[config.mk]
export PLATFORM = sky130hd
export DESIGN_NAME = sprite_mover
export DESIGN_NICKNAME = d
export VERILOG_FILES = /design/src/rtl/sprite_mover.sv
export SDC_FILE = /design/constraint.sdc
export NUM_CORES = 1
export LEC_CHECK = 0
export BUFFER_PORTS_ARGS = -buffer_cell sky130_fd_sc_hd__buf_2
export CORE_MARGIN = 1.5
export CORE_UTILIZATION = 39
export CTS_CLUSTER_DIAMETER = 150
export DETAILED_ROUTE_END_ITERATION = 6
export PLACE_DENSITY_LB_ADDON = 0.12
export SLEW_MARGIN = 40
export SYNTH_ARGS = -nofsm -noshare
export SYNTH_HDL_FRONTEND = slang
export SYNTH_SLANG_ARGS = --single-unit
[constraint.sdc]
create_clock -name CLOCK -period 2.1 [get_ports CLOCK]
set_input_delay 0.105 -clock CLOCK [delete_from_list [all_inputs] [get_ports CLOCK]]
set_output_delay 0.105 -clock CLOCK [all_outputs]
set_load 0.05 [all_outputs]
[src/rtl/sprite_mover.sv]
// Single rectangular sprite on the 160x120 VGA canvas: draw, wait a number of frame
// ticks, erase, apply queued player input, redraw. Drives the VGA pixel port and score.
module sprite_mover #(
  parameter int       SPR_W     = 4,
  parameter int       SPR_H     = 4,
  parameter int       X_INIT    = 78,
  parameter int       Y_INIT    = 105,
  parameter int       X_MAX     = 156,
  parameter int       X_STEP    = 1,
  parameter int       Y_STEP    = 20,
  parameter int       DELAY     = 53332,
  parameter int       FRAMES    = 8,
  parameter logic [2:0] FG_COLOUR = 3'b011,
  parameter logic [2:0] BG_COLOUR = 3'b000
) (
  input  logic       CLOCK,
  input  logic       resetn,
  input  logic       go,
  input  logic       move_left,
  input  logic       move_right,
  input  logic       jump,
  output logic [7:0] x,
  output logic [6:0] y,
  output logic [2:0] colour,
  output logic       writeEn,
  output logic       busy,
  output logic [7:0] score
);

  localparam int DW = (DELAY  > 1) ? $clog2(DELAY + 1)  : 1;
  localparam int FW = (FRAMES > 1) ? $clog2(FRAMES + 1) : 1;
  localparam logic [8:0] X_STEP9 = 9'(X_STEP);
  localparam logic [8:0] X_MAX9  = 9'(X_MAX);
  localparam logic [7:0] Y_STEP8 = 8'(Y_STEP);
  localparam logic [7:0] X_INIT8 = 8'(X_INIT);
  localparam logic [6:0] Y_INIT7 = 7'(Y_INIT);
  localparam logic [3:0] CX_LAST = 4'(SPR_W - 1);
  localparam logic [3:0] CY_LAST = 4'(SPR_H - 1);
  localparam logic [DW-1:0] DELAY_LAST  = DW'(DELAY - 1);
  localparam logic [FW-1:0] FRAMES_LAST = FW'(FRAMES - 1);

  typedef enum logic [2:0] {
    S_IDLE, S_GO_WAIT, S_DRAW, S_WAIT, S_ERASE, S_UPDATE
  } state_t;

  state_t        state_r, state_s;
  logic [7:0]    pos_x_r, pos_x_s;
  logic [6:0]    pos_y_r, pos_y_s;
  logic [3:0]    cx_r, cy_r;
  logic [DW-1:0] delay_r;
  logic [FW-1:0] frame_r;
  logic          jump_q_r, jump_pend_r;
  logic [7:0]    score_r, score_s;
  logic          raster_s, last_px_s, tick_s, wait_done_s, jump_edge_s, armed_s;
  logic [8:0]    sum_x_s;

  assign raster_s    = (state_r == S_DRAW) || (state_r == S_ERASE);
  assign last_px_s   = (cx_r == CX_LAST) && (cy_r == CY_LAST);
  assign tick_s      = (delay_r == DELAY_LAST);
  assign wait_done_s = tick_s && (frame_r == FRAMES_LAST);
  assign jump_edge_s = jump & ~jump_q_r;
  assign armed_s     = (state_r != S_IDLE) && (state_r != S_GO_WAIT);
  assign sum_x_s     = {1'b0, pos_x_r} + X_STEP9;

  // State register
  always_ff @(posedge CLOCK or negedge resetn) begin
    if (!resetn) state_r <= S_IDLE;
    else         state_r <= state_s;
  end

  // Next-state logic
  always_comb begin
    state_s = state_r;
    case (state_r)
      S_IDLE:    if (go) state_s = S_GO_WAIT;        else state_s = S_IDLE;
      S_GO_WAIT: if (!go) state_s = S_DRAW;          else state_s = S_GO_WAIT;
      S_DRAW:    if (last_px_s) state_s = S_WAIT;    else state_s = S_DRAW;
      S_WAIT:    if (wait_done_s) state_s = S_ERASE; else state_s = S_WAIT;
      S_ERASE:   if (last_px_s) state_s = S_UPDATE;  else state_s = S_ERASE;
      S_UPDATE:  state_s = S_DRAW;
      default:   state_s = S_IDLE;
    endcase
  end

  // Raster column/row counters, row advances when the column wraps
  always_ff @(posedge CLOCK or negedge resetn) begin
    if (!resetn) begin
      cx_r <= 4'd0;
      cy_r <= 4'd0;
    end else if (raster_s) begin
      if (cx_r == CX_LAST) begin
        cx_r <= 4'd0;
        cy_r <= last_px_s ? 4'd0 : cy_r + 4'd1;
      end else begin
        cx_r <= cx_r + 4'd1;
        cy_r <= cy_r;
      end
    end else begin
      cx_r <= cx_r;
      cy_r <= cy_r;
    end
  end

  // Frame-tick timing, held at zero outside WAIT so every WAIT starts fresh
  always_ff @(posedge CLOCK or negedge resetn) begin
    if (!resetn) begin
      delay_r <= '0;
      frame_r <= '0;
    end else if (state_r == S_WAIT) begin
      if (tick_s) begin
        delay_r <= '0;
        frame_r <= frame_r + FW'(1);
      end else begin
        delay_r <= delay_r + DW'(1);
        frame_r <= frame_r;
      end
    end else begin
      delay_r <= '0;
      frame_r <= '0;
    end
  end

  // Jump edge capture; a fresh edge during UPDATE survives the clear
  always_ff @(posedge CLOCK or negedge resetn) begin
    if (!resetn) begin
      jump_q_r    <= 1'b0;
      jump_pend_r <= 1'b0;
    end else begin
      jump_q_r <= jump;
      if (armed_s && jump_edge_s)  jump_pend_r <= 1'b1;
      else if (state_r == S_UPDATE) jump_pend_r <= 1'b0;
      else                          jump_pend_r <= jump_pend_r;
    end
  end

  // Clamped movement and saturating score for the UPDATE cycle
  always_comb begin
    pos_x_s = pos_x_r;
    pos_y_s = pos_y_r;
    score_s = score_r;
    if (move_left && !move_right) begin
      if ({1'b0, pos_x_r} >= X_STEP9) pos_x_s = pos_x_r - X_STEP9[7:0];
      else                            pos_x_s = 8'd0;
    end else if (move_right && !move_left) begin
      if (sum_x_s <= X_MAX9) pos_x_s = sum_x_s[7:0];
      else                   pos_x_s = X_MAX9[7:0];
    end else begin
      pos_x_s = pos_x_r;
    end
    if (jump_pend_r) begin
      if ({1'b0, pos_y_r} > Y_STEP8) pos_y_s = pos_y_r - Y_STEP8[6:0];
      else                           pos_y_s = Y_INIT7;
      score_s = (score_r == 8'd255) ? 8'd255 : score_r + 8'd1;
    end else begin
      pos_y_s = pos_y_r;
      score_s = score_r;
    end
  end

  // Position and score registers
  always_ff @(posedge CLOCK or negedge resetn) begin
    if (!resetn) begin
      pos_x_r <= X_INIT8;
      pos_y_r <= Y_INIT7;
      score_r <= 8'd0;
    end else if (state_r == S_UPDATE) begin
      pos_x_r <= pos_x_s;
      pos_y_r <= pos_y_s;
      score_r <= score_s;
    end else begin
      pos_x_r <= pos_x_r;
      pos_y_r <= pos_y_r;
      score_r <= score_r;
    end
  end

  // Pixel port
  always_comb begin
    x       = pos_x_r + {4'd0, cx_r};
    y       = pos_y_r + {3'd0, cy_r};
    writeEn = raster_s;
    busy    = raster_s;
    score   = score_r;
    if (state_r == S_ERASE) colour = BG_COLOUR;
    else                    colour = FG_COLOUR;
  end

endmodule

==> flow_summary.toml, run 1 <==
[detailed_routing]
routed_via_density = 5.50
drt.antenna.violating_nets = 0
first_iter_violations = 130
firstDrtPassIters = 4
detailed_route_drc_error_count = 0
wl_per_cell_um = 14.5
via_count = 3036
finalWirelength_um = 8010

[yosys]
synth_mux_area_frac = 0.0181
synth-compound-area-share = 0.147
synth_simple_gate_area_frac = 0.245
synth-main-ff-cell = "sky130_fd_sc_hd__dfrtp_1"
ys_ff_latch = 55
cell_area_after_synthesis_um2 = 3600
post_synth_xor_xnor_area = 0.0779
synthArstFlopShare = 1.00
synthesized_area_divided_by_synthesized_cell_count_um2 = 9.09
synth.most_common_cell = "sky130_fd_sc_hd__dfrtp_1"
post_synth_inst_count = 396
netlist.top_cell.by_area = "sky130_fd_sc_hd__dfrtp_1"
post_synth_main_area_contributors = "sky130_fd_sc_hd__dfrtp_1, sky130_fd_sc_hd__ha_1, sky130_fd_sc_hd__dfstp_2"
synth-adder-area-share = 0.0716
number_of_enable_flip_flop_cells_after_synthesis = 0
synthDominantCellAreaShare = 0.327
synth_sequential_area_ratio = 0.385
synth_top_family_by_area = "simple AND/OR/NAND/NOR gates"
post_synth_most_frequent_cells = "sky130_fd_sc_hd__dfrtp_1, sky130_fd_sc_hd__nor2_1, sky130_fd_sc_hd__nand2_1"
syn_nets = 422
synth.lib_cells_used.distinct = 66
ys_warn_count = 0

[run_status]
run_status = "complete, but fails checks"
violations_in_the_final_reports = "negative setup slack"

[setup_path]
worst_ep_arrival_time_ns = 2.07
timing.rr.end = "pos_x_r[7]$_DFFE_PN0P_"
worst_path_most_repeated_cell = "sky130_fd_sc_hd__buf_6"
regToRegSetupSlack_ns = 0.02
worstSetupPathType = "flip-flop to output pin"
timing.critical_path.slowest_cell_delay_ns = 0.56
critical_path_peak_fanout = 4
critical_path.startpoint_type = "flip-flop"
crit_path_end_kind = "output pin"
cpMaxStageDelayCell = "sky130_fd_sc_hd__dfstp_2"
rr_startpoint = "pos_x_r[0]$_DFFE_PN0P_"
worst_r2r_path_depth = 7
worst_path_cell_trace = "buf_6, ha_4, a21o_1, a21oi_4, or4_4, o311ai_4, buf_6"
cp.required_ns = 2.00

[cts]
htree_num_levels = 2
numCtsBuffers = 5
cts.sinks = 55
cts-root-buf = "sky130_fd_sc_hd__clkbuf_8"
clock_tree.buffer_depth = 2
cts_tree = "yes"
clk_transition_reported_paths_ns = 0.10
worstSkewPairLatency_ns = 0.31

[layout]
num_antenna_cells = 0
area_delta_synth_final_pct = 23.0
final_net_count = 469
layout_cell_share_with_drive_strength_beyond_1 = 0.261

[grt]
grt_max_degree = 56
grt_pass1_wl_um = 13800
first_global_vias = 2842
grt.total_usage = 0.172
antenna_found_initial = 0
grt-ovfl-total = 0

[power]
p_switching_w = 0.000418
clock_network_fraction_of_design_power = 0.355
sequentialPowerShare = 0.609
switching_share = 0.240
total_power_w = 0.00174
power.internal_w = 0.00132
vdd.ir_drop.worst_mv = 0.253
power_frac_comb = 0.036
leakagePower_nw = 1.94
power_density_nw_per_um2 = 393

[sta]
finClkSkew_ns = 0.00794
fin_ws_ns = -0.0797
report.final.hold_viol_count = 0
layout_worst_path_cycle_share = 1.04
fmax_mhz = 459
setup_tns_ns = -0.170
worst-slew-pin-transition_ns = 0.520
setup-violations-final = 3
final-max-slew-violation-count = 0
period_minus_slack_ns = 2.18
slew_headroom = 0.653
rsz0062_at_grt = "true"

[min_path]
hold-path-cell-count = 4
worst_hold_path.endpoint = "state_r[0]$_DFF_PN0_"
worst_hold_path_type = "primary input to flip-flop"
min-delay-start = "go"

[placed_design]
detailed_place_hpwl_um = 5570
port_buffers = 32
place_congestion = 0.871

[die]
ios = 34
initial_utilization = 0.407
rows = 34
die_w_um = 99.1
core-area_um2 = 8850
die-height_um = 99.1
dieArea_um2 = 9810

[flow_run]
timing.max_cap.violations = 0
[worst max path at each step]
stage | startpoint | end | slack, ns | cells after the start
finish | pos_x_r[1]$_DFFE_PN1P_ | x[7] | -0.08 | 7
CTS | pos_x_r[1]$_DFFE_PN1P_ | x[7] | -0.08 | 7
floorplan | pos_x_r[1]$_DFFE_PN1P_ | x[7] | -0.005 | 5
global route | pos_x_r[1]$_DFFE_PN1P_ | x[7] | -0.17 | 7
global placement | pos_x_r[1]$_DFFE_PN1P_ | x[5] | 0.02 | 7
detailed placement | pos_x_r[1]$_DFFE_PN1P_ | x[5] | -0.008 | 7
[final cells by class]
| type | instances | area (um^2) |
|---|---|---|
| fill | 814 | 4420 |
| multi-input combinational | 296 | 2280 |
| sequential | 55 | 1390 |
| timing repair buffer | 63 | 449 |
| tap | 108 | 135 |
| inverter | 22 | 82.6 |
| clock buffer | 5 | 68.8 |
| clock inverter | 3 | 22.5 |
[critical path, delay by kind of cell, from the launching register on]
kind / cells / cell delay (ns)
buf+inv: 2 / 0.29
compound gates: 3 / 0.31
simple gates: 1 / 0.49
fa+ha+maj: 1 / 0.11
flops: 1 / 0.56
[power groups by stage]
stage	clock network, W	logic, W	registers, W
2_1_floorplan	0	0.0000239	0.00108
3_3_place_gp	0	0.0000577	0.00108
3_5_place_dp	0	0.0000581	0.00108
4_1_cts	0.000660	0.0000617	0.00106
5_1_grt	0.000696	0.0000706	0.00106
6_report	0.000618	0.0000621	0.00106
[state kept, by name (all words and copies together) (netlist names)]
signal,cells
cy_r,4
frame_r,4
pos_x_r,8
pos_y_r,6
score,8
delay_r,16
cx_r,4
jump_pend_r,1
jump_q_r,1
state_r,3
[cell usage in the layout, fill, tap and decap left out, types with 3 or more instances in the layout]
cell                       count
sky130_fd_sc_hd__a211oi_1      3
sky130_fd_sc_hd__a21o_1        5
sky130_fd_sc_hd__a21oi_1      16
sky130_fd_sc_hd__a31oi_1       4
sky130_fd_sc_hd__and2_1        3
sky130_fd_sc_hd__buf_2        25
sky130_fd_sc_hd__buf_4        28
sky130_fd_sc_hd__buf_6         7
sky130_fd_sc_hd__clkbuf_8      5
sky130_fd_sc_hd__dfrtp_1      46
sky130_fd_sc_hd__dfstp_2       8
sky130_fd_sc_hd__ha_1         10
sky130_fd_sc_hd__ha_4          7
sky130_fd_sc_hd__inv_1        20
sky130_fd_sc_hd__mux2_1        4
sky130_fd_sc_hd__nand2_1      23
sky130_fd_sc_hd__nand2b_1      6
sky130_fd_sc_hd__nand3_1      17
sky130_fd_sc_hd__nand4_1      10
sky130_fd_sc_hd__nor2_1       34
sky130_fd_sc_hd__nor2b_1       5
sky130_fd_sc_hd__nor3_1       10
sky130_fd_sc_hd__nor4_1        8
sky130_fd_sc_hd__o21a_1        3
sky130_fd_sc_hd__o21ai_0      13
sky130_fd_sc_hd__o21ai_1       7
sky130_fd_sc_hd__or3_1         7
sky130_fd_sc_hd__xnor2_1      18
sky130_fd_sc_hd__xor2_1       10
[layer usage]
layer  vias to the layer above  track usage  share of wire
met3                         9       0.0248          0.028
met1                      1457        0.252           0.49
met5                         -            0              0
met4                         0       0.0444          0.011
li1                       1509            -              -
met2                        61        0.267           0.47
[metrics by stage]
step,instance area [um^2],hold slack [ns],instances,setup WS (ns),util
after global routing,4430,0.165,552,-0.166,0.500
after CTS,4220,0.143,546,-0.0755,0.477
final,4430,0.161,552,-0.0797,0.500
after detailed placement,3980,0.234,531,-0.00754,0.450
after floorplan,3670,-0.191,396,-0.00510,-
after global placement,3980,0.229,531,0.0180,0.450
[kinds of logic after synthesis]
| logic type | after synthesis |
|---|---|
| buffers and inverters | 45 |
| other | 1 |
| xor gates and xnor gates | 32 |
| adders and majority gates | 20 |
| AOI/OAI and AO/OA | 82 |
| and+or+nand+nor | 155 |
| DFF | 55 |
| muxes | 6 |
[what timing repair did]
| action | CTS | global route |
|---|---|---|
| hold endpoints to repair | 48 | 0 |
| buffers inserted | 5 | 6 |
| setup endpoints to repair | 8 | 15 |
| pin swaps | 7 | 17 |
| resized for setup | 26 | 29 |
| hold buffers | 2 | 0 |
Note: power is estimated with default switching activity, not from simulation.
==> run 2, diff against run 1 <==
Settings changed: CORE_UTILIZATION 39 to 25, CTS_BUF_LIST set to sky130_fd_sc_hd__clkbuf_8.
==> run 2 against run 1 <==
The flow still finishes with violations (negative setup slack). Via count is 1.2% higher. Fmax shrank 1.2%. Register-to-register slack got worse by 0.04 ns. First-iteration DRC count is 3.1% lower. Sequential cell count unchanged. Critical path depth unchanged. Power shrank 0.87%. Global-route usage is 5.2 points lower. Critical endpoint unchanged.
==> flow_summary.toml, run 2 (synthesis gave the netlist of run 1 again) <==
[power]
sequentialPowerShare = 0.615
vdd.ir_drop.worst_mv = 0.245
clock_network_fraction_of_design_power = 0.348
power.internal_w = 0.00131
leakagePower_nw = 1.96
power_frac_comb = 0.037
p_switching_w = 0.000415
switching_share = 0.240
power_density_nw_per_um2 = 379

[layout]
mostFrequentLayoutCell = "sky130_fd_sc_hd__dfrtp_1"
layout_cell_share_with_drive_strength_beyond_1 = 0.262
max_flop_register = "delay_r"
num_antenna_cells = 0
stdcell_area_um2 = 4550
largest_register_ffs = 16
final_cell_count_no_fill = 630
final.fill_count = 1445
seq_area_um2 = 1390
multi_input_area_um2 = 2260
area_delta_synth_final_pct = 26.3
final_net_count = 475
final_cell_mix = "sky130_fd_sc_hd__dfrtp_1, sky130_fd_sc_hd__nor2_1, sky130_fd_sc_hd__buf_4, sky130_fd_sc_hd__buf_2, sky130_fd_sc_hd__nand2_1"

[sta]
fin_ws_ns = -0.105
setup_tns_ns = -0.266
slew_headroom = 0.654
layout_worst_path_cycle_share = 1.05
worst-slew-pin-transition_ns = 0.517
finClkSkew_ns = 0.0117
report.final.hold_viol_count = 0
rsz0062_at_grt = "true"
final-max-slew-violation-count = 0
fmax_mhz = 453
period_minus_slack_ns = 2.21
setup-violations-final = 5

[cts]
htree_num_levels = 2
clock_tree.buffer_depth = 2
worstSkewPairLatency_ns = 0.31
clk_transition_reported_paths_ns = 0.11
cts.sinks = 55
numCtsBuffers = 5
cts_tree = "yes"
cts-root-buf = "sky130_fd_sc_hd__clkbuf_8"

[placed_design]
place_inst = 609
post_dp_cell_area_um2 = 4130
port_buffers = 32
post_place_worst_slack_ns = 0.0236
detailed_place_hpwl_um = 6050
place_congestion = 0.785

[setup_path]
setup.worst_path.start = "pos_x_r[1]$_DFFE_PN1P_"
critical_path.startpoint_type = "flip-flop"
timing.critical_path.slowest_cell_delay_ns = 0.55
rr_startpoint = "pos_x_r[1]$_DFFE_PN1P_"
worstSetupPathType = "flip-flop to output pin"
worst_ep_arrival_time_ns = 2.10
cp_num_cells = 7
timing.critical_path.max_delay_family = "flip-flops"
worst_r2r_path_depth = 7
critical_path_peak_fanout = 4
crit_path_end_kind = "output pin"
worst_path_cell_trace = "buf_6, ha_4, a21o_1, a21oi_4, or4_1, o311ai_2, buf_6"
cp.required_ns = 2.00
cp.buffers_inverters = 2
worst_path_most_repeated_cell = "sky130_fd_sc_hd__buf_6"
cpMaxStageDelayCell = "sky130_fd_sc_hd__dfstp_2"

[grt]
grt-ovfl-total = 0
grt_pass1_wl_um = 14500
first_global_vias = 2908
antenna_found_initial = 0
grt_max_degree = 56
grt.total_usage = 0.120

[die]
ios = 34
die-height_um = 123
rows = 43
initial_utilization = 0.257
die_w_um = 123
core-area_um2 = 14000
dieArea_um2 = 15100

[detailed_routing]
wl_per_cell_um = 13.8
first_iter_violations = 126
firstDrtPassIters = 4
drt.antenna.violating_nets = 0
finalWirelength_um = 8700
detailed_route_drc_error_count = 0
routed_via_density = 4.88
via_count = 3072

[min_path]
worst_hold_path_type = "primary input to flip-flop"
min-delay-start = "go"
hold-path-cell-count = 4

[run_status]
run_status = "complete, but fails checks"
violations_in_the_final_reports = "negative setup slack"

[flow_run]
timing.max_cap.violations = 0
[run 2: cell count changes in the layout (fill, tap and decap cells not counted), sizes merged]
| cell | change |
|---|---|
| buf | +6 |
| clkinvlp | +1 |
| inv | -1 |
[run 2: metal layers]
| layer | vias to the layer above | share of wire | GRT usage |
|---|---|---|---|
| met5 | - | 0 | 0 |
| met4 | 0 | 0.012 | 0.0345 |
| met3 | 9 | 0.034 | 0.0240 |
| met2 | 63 | 0.46 | 0.187 |
| met1 | 1473 | 0.50 | 0.168 |
| li1 | 1527 | - | - |
[run 2: power by group through the flow]
| stage | Clock (W) | Combinational, W | Sequential (W) |
|---|---|---|---|
| 6_report | 0.000600 | 0.0000647 | 0.00106 |
| 3_5_place_dp | 0 | 0.0000632 | 0.00108 |
| 4_1_cts | 0.000640 | 0.0000664 | 0.00106 |
| 5_1_grt | 0.000689 | 0.0000746 | 0.00106 |
| 3_3_place_gp | 0 | 0.0000629 | 0.00108 |
| 2_1_floorplan | 0 | 0.0000239 | 0.00108 |
[run 2: what timing repair did]
action	4_1_cts	5_1_grt
gates resized for setup	25	29
endpoints found under the setup margin	8	16
endpoints found under the hold margin	48	0
pin swaps	7	9
buffers inserted	4	7
hold buffers	2	0
[run 2: worst reg2reg max path: cells and delay by family (launching register included)]
kind	cells	cell delay, ns
adder cells (fa/ha/maj)	1	0.18
buffers and inverters	2	0.21
flip-flops	1	0.55
AND/OR/NAND/NOR	1	0.32
AO/OA/AOI/OAI	3	0.77
[run 2: layout make-up]
| class | instances | share of cell area |
|---|---|---|
| Sequential cell | 55 | 0.305 |
| Inverter | 22 | 0.0182 |
| Tap cell | 180 | 0.0495 |
| Clock buffer | 5 | 0.0151 |
| Clock inverter | 3 | 0.00358 |
| Timing Repair Buffer | 69 | 0.110 |
| Multi-Input combinational cell | 296 | 0.498 |
[run 2: final timing paths]
path,to,slack [ns]
worst max-delay path,x[7],-0.11
worst min-delay path,state_r[0]$_DFF_PN0_,0.15
worst max register to register,pos_x_r[7]$_DFFE_PN0P_,-0.02
worst min register to register,delay_r[0]$_DFF_PN0_,0.49
max in group asynchronous,pos_y_r[5]$_DFFE_PN1P_,1.47
min in group asynchronous,cy_r[3]$_DFFE_PN0P_,0.31
[run 2: metrics by stage]
step | hold WS (ns) | total power [W] | util
floorplan | -0.191 | 0.00110 | -
global placement | 0.135 | 0.00114 | 0.295
detailed placement | 0.139 | 0.00114 | 0.295
CTS | 0.136 | 0.00177 | 0.311
global route | 0.168 | 0.00182 | 0.325
finish | 0.148 | 0.00173 | 0.325
==> run 3, diff against run 2 <==
Settings changed: TNS_END_PERCENT set to 30.
==> run 3 against run 2 <==
The run still ends with negative setup slack left. Register-to-register slack lost 0.04 ns. Die area unchanged. Design area is 3.6% lower. Critical path type unchanged. Power is 1.5% higher. Highest routed layer unchanged. Setup slack gained 0.0041 ns. Global-route usage grew 0.42 points. Non-clock buffer count shrank 8. Wire length is 0.91% higher.
==> flow_summary.toml, run 3 (synthesis gave the netlist of run 1 again) <==
[run_status]
run_status = "complete, but fails checks"
violations_in_the_final_reports = "negative setup slack"

[flow_run]
timing.max_cap.violations = 0

[power]
power_density_nw_per_um2 = 399
vdd.ir_drop.worst_mv = 0.241
leakagePower_nw = 1.91
total_power_w = 0.00175

[detailed_routing]
finalWirelength_um = 8780
first_iter_violations = 155
via_count = 3076
wl_per_cell_um = 14.1
detailed_route_drc_error_count = 0
firstDrtPassIters = 4
routed_via_density = 4.95
drt.antenna.violating_nets = 0

[sta]
period_minus_slack_ns = 2.20
fin_worst_hold_slack_ns = 0.169
worst-slew-pin-transition_ns = 0.520
setup-violations-final = 6
rsz0062_at_grt = "true"
fin_ws_ns = -0.101
layout_worst_path_cycle_share = 1.05
final-max-slew-violation-count = 0
setup_tns_ns = -0.246
finClkSkew_ns = 0.0125
slew_headroom = 0.650
report.final.hold_viol_count = 0
fmax_mhz = 454

[setup_path]
timing.critical_path.max_delay_family = "flip-flops"
timing.critical_path.slowest_cell_delay_ns = 0.57
critical_path.startpoint_type = "flip-flop"
worst_path_most_repeated_cell = "sky130_fd_sc_hd__buf_6"
critical_path_peak_fanout = 4
worst_ep_arrival_time_ns = 2.10
worstSetupPathType = "flip-flop to output pin"
cpMaxStageDelayCell = "sky130_fd_sc_hd__dfstp_2"
cp.buffers_inverters = 2
worst_path_cell_trace = "buf_6, ha_4, a21o_1, a21oi_4, or4_4, o311ai_4, buf_6"
crit_path_end_kind = "output pin"
cp.required_ns = 2.00

[layout]
fin_util = 0.313
final_cell_mix = "sky130_fd_sc_hd__dfrtp_1, sky130_fd_sc_hd__nor2_1, sky130_fd_sc_hd__buf_4, sky130_fd_sc_hd__buf_2, sky130_fd_sc_hd__nand2_1"
final.fill_count = 1454
max_flop_register = "delay_r"
num_antenna_cells = 0
area_delta_synth_final_pct = 21.8
largest_register_ffs = 16
layout_cell_share_with_drive_strength_beyond_1 = 0.235
final_net_count = 467
mostFrequentLayoutCell = "sky130_fd_sc_hd__dfrtp_1"

[die]
die-height_um = 123
core-area_um2 = 14000
die_w_um = 123
ios = 34
initial_utilization = 0.257
rows = 43
dieArea_um2 = 15100

[cts]
cts-root-buf = "sky130_fd_sc_hd__clkbuf_8"
clock_tree.buffer_depth = 2
clk_transition_reported_paths_ns = 0.11
cts.sinks = 55
worstSkewPairLatency_ns = 0.32
cts_tree = "yes"
htree_num_levels = 2
numCtsBuffers = 5

[grt]
groute.layer.met1.usage = 0.179
antenna_found_initial = 0
grt.busiest_layer = "met2"
first_global_vias = 2957
grtUsageMet2 = 0.192
grt-ovfl-total = 0
grt_pass1_wl_um = 15000
met3_usage = 0.0198
grt.total_usage = 0.124
grt_max_degree = 56

[placed_design]
place_congestion = 0.793
post_place_worst_slack_ns = 0.0196
port_buffers = 32
detailed_place_hpwl_um = 6190

[min_path]
worst_hold_path_type = "primary input to flip-flop"
-- run 3: per-stage QoR --
| stage | cells | instance area [um^2] |
|---|---|---|
| 2_1_floorplan | 396 | 3630 |
| 5_1_grt | 622 | 4380 |
| 3_3_place_gp | 605 | 4060 |
| 4_1_cts | 622 | 4280 |
| 6_report | 622 | 4380 |
| 3_5_place_dp | 605 | 4060 |
-- run 3: layer usage --
metal	wire (um)	vias to the layer above
met4	107	0
met1	4500	1500
li1	-	1513
met5	0	-
met2	3910	53
met3	262	10
-- run 3: worst paths after layout --
kind,from,to,slack (ns),depth (start not counted)
worst max-delay path,pos_x_r[1]$_DFFE_PN1P_,x[7],-0.10,7
worst min-delay path,go,state_r[0]$_DFF_PN0_,0.17,4
worst max register to register,pos_x_r[0]$_DFFE_PN0P_,pos_x_r[7]$_DFFE_PN0P_,-0.06,7
worst min register to register,delay_r[0]$_DFF_PN0_,delay_r[0]$_DFF_PN0_,0.49,1
max in group asynchronous,resetn,pos_x_r[2]$_DFFE_PN1P_,1.49,3
min in group asynchronous,resetn,score[1]$_DFFE_PN0P_,0.31,3
-- run 3: final cells by class --
type                       count  area, um^2  share of cell area
multi-input combinational    296        2180               0.496
clock buffer                   5        68.8              0.0157
sequential                    55        1390               0.317
inverter                      22        82.6              0.0188
tap                          180         225              0.0514
clock inverter                 3        18.8             0.00428
timing repair buffer          61         424              0.0968
-- run 3: timing repair --
action	4_1_cts	5_1_grt
hold endpoints to repair	48	0
pin swaps	12	11
hold buffers	2	0
buffers inserted	7	0
gates resized for setup	19	22
setup endpoints to repair	8	18
-- run 3: where the power goes --
group / internal (W) / switching (W)
Clock: 0.000237 / 0.000390
Combinational: 0.0000201 / 0.0000442
Sequential: 0.00106 / 0.000000123
Total: 0.00132 / 0.000434
-- run 3: worst register-to-register path, stage by stage, from the launching register on --
cell                       delay (ns)
sky130_fd_sc_hd__dfrtp_1         0.42
sky130_fd_sc_hd__buf_4           0.16
sky130_fd_sc_hd__inv_2           0.07
sky130_fd_sc_hd__ha_4            0.14
sky130_fd_sc_hd__or4b_4          0.48
sky130_fd_sc_hd__o41a_1          0.47
sky130_fd_sc_hd__a211oi_2        0.25
sky130_fd_sc_hd__o21ai_1         0.08
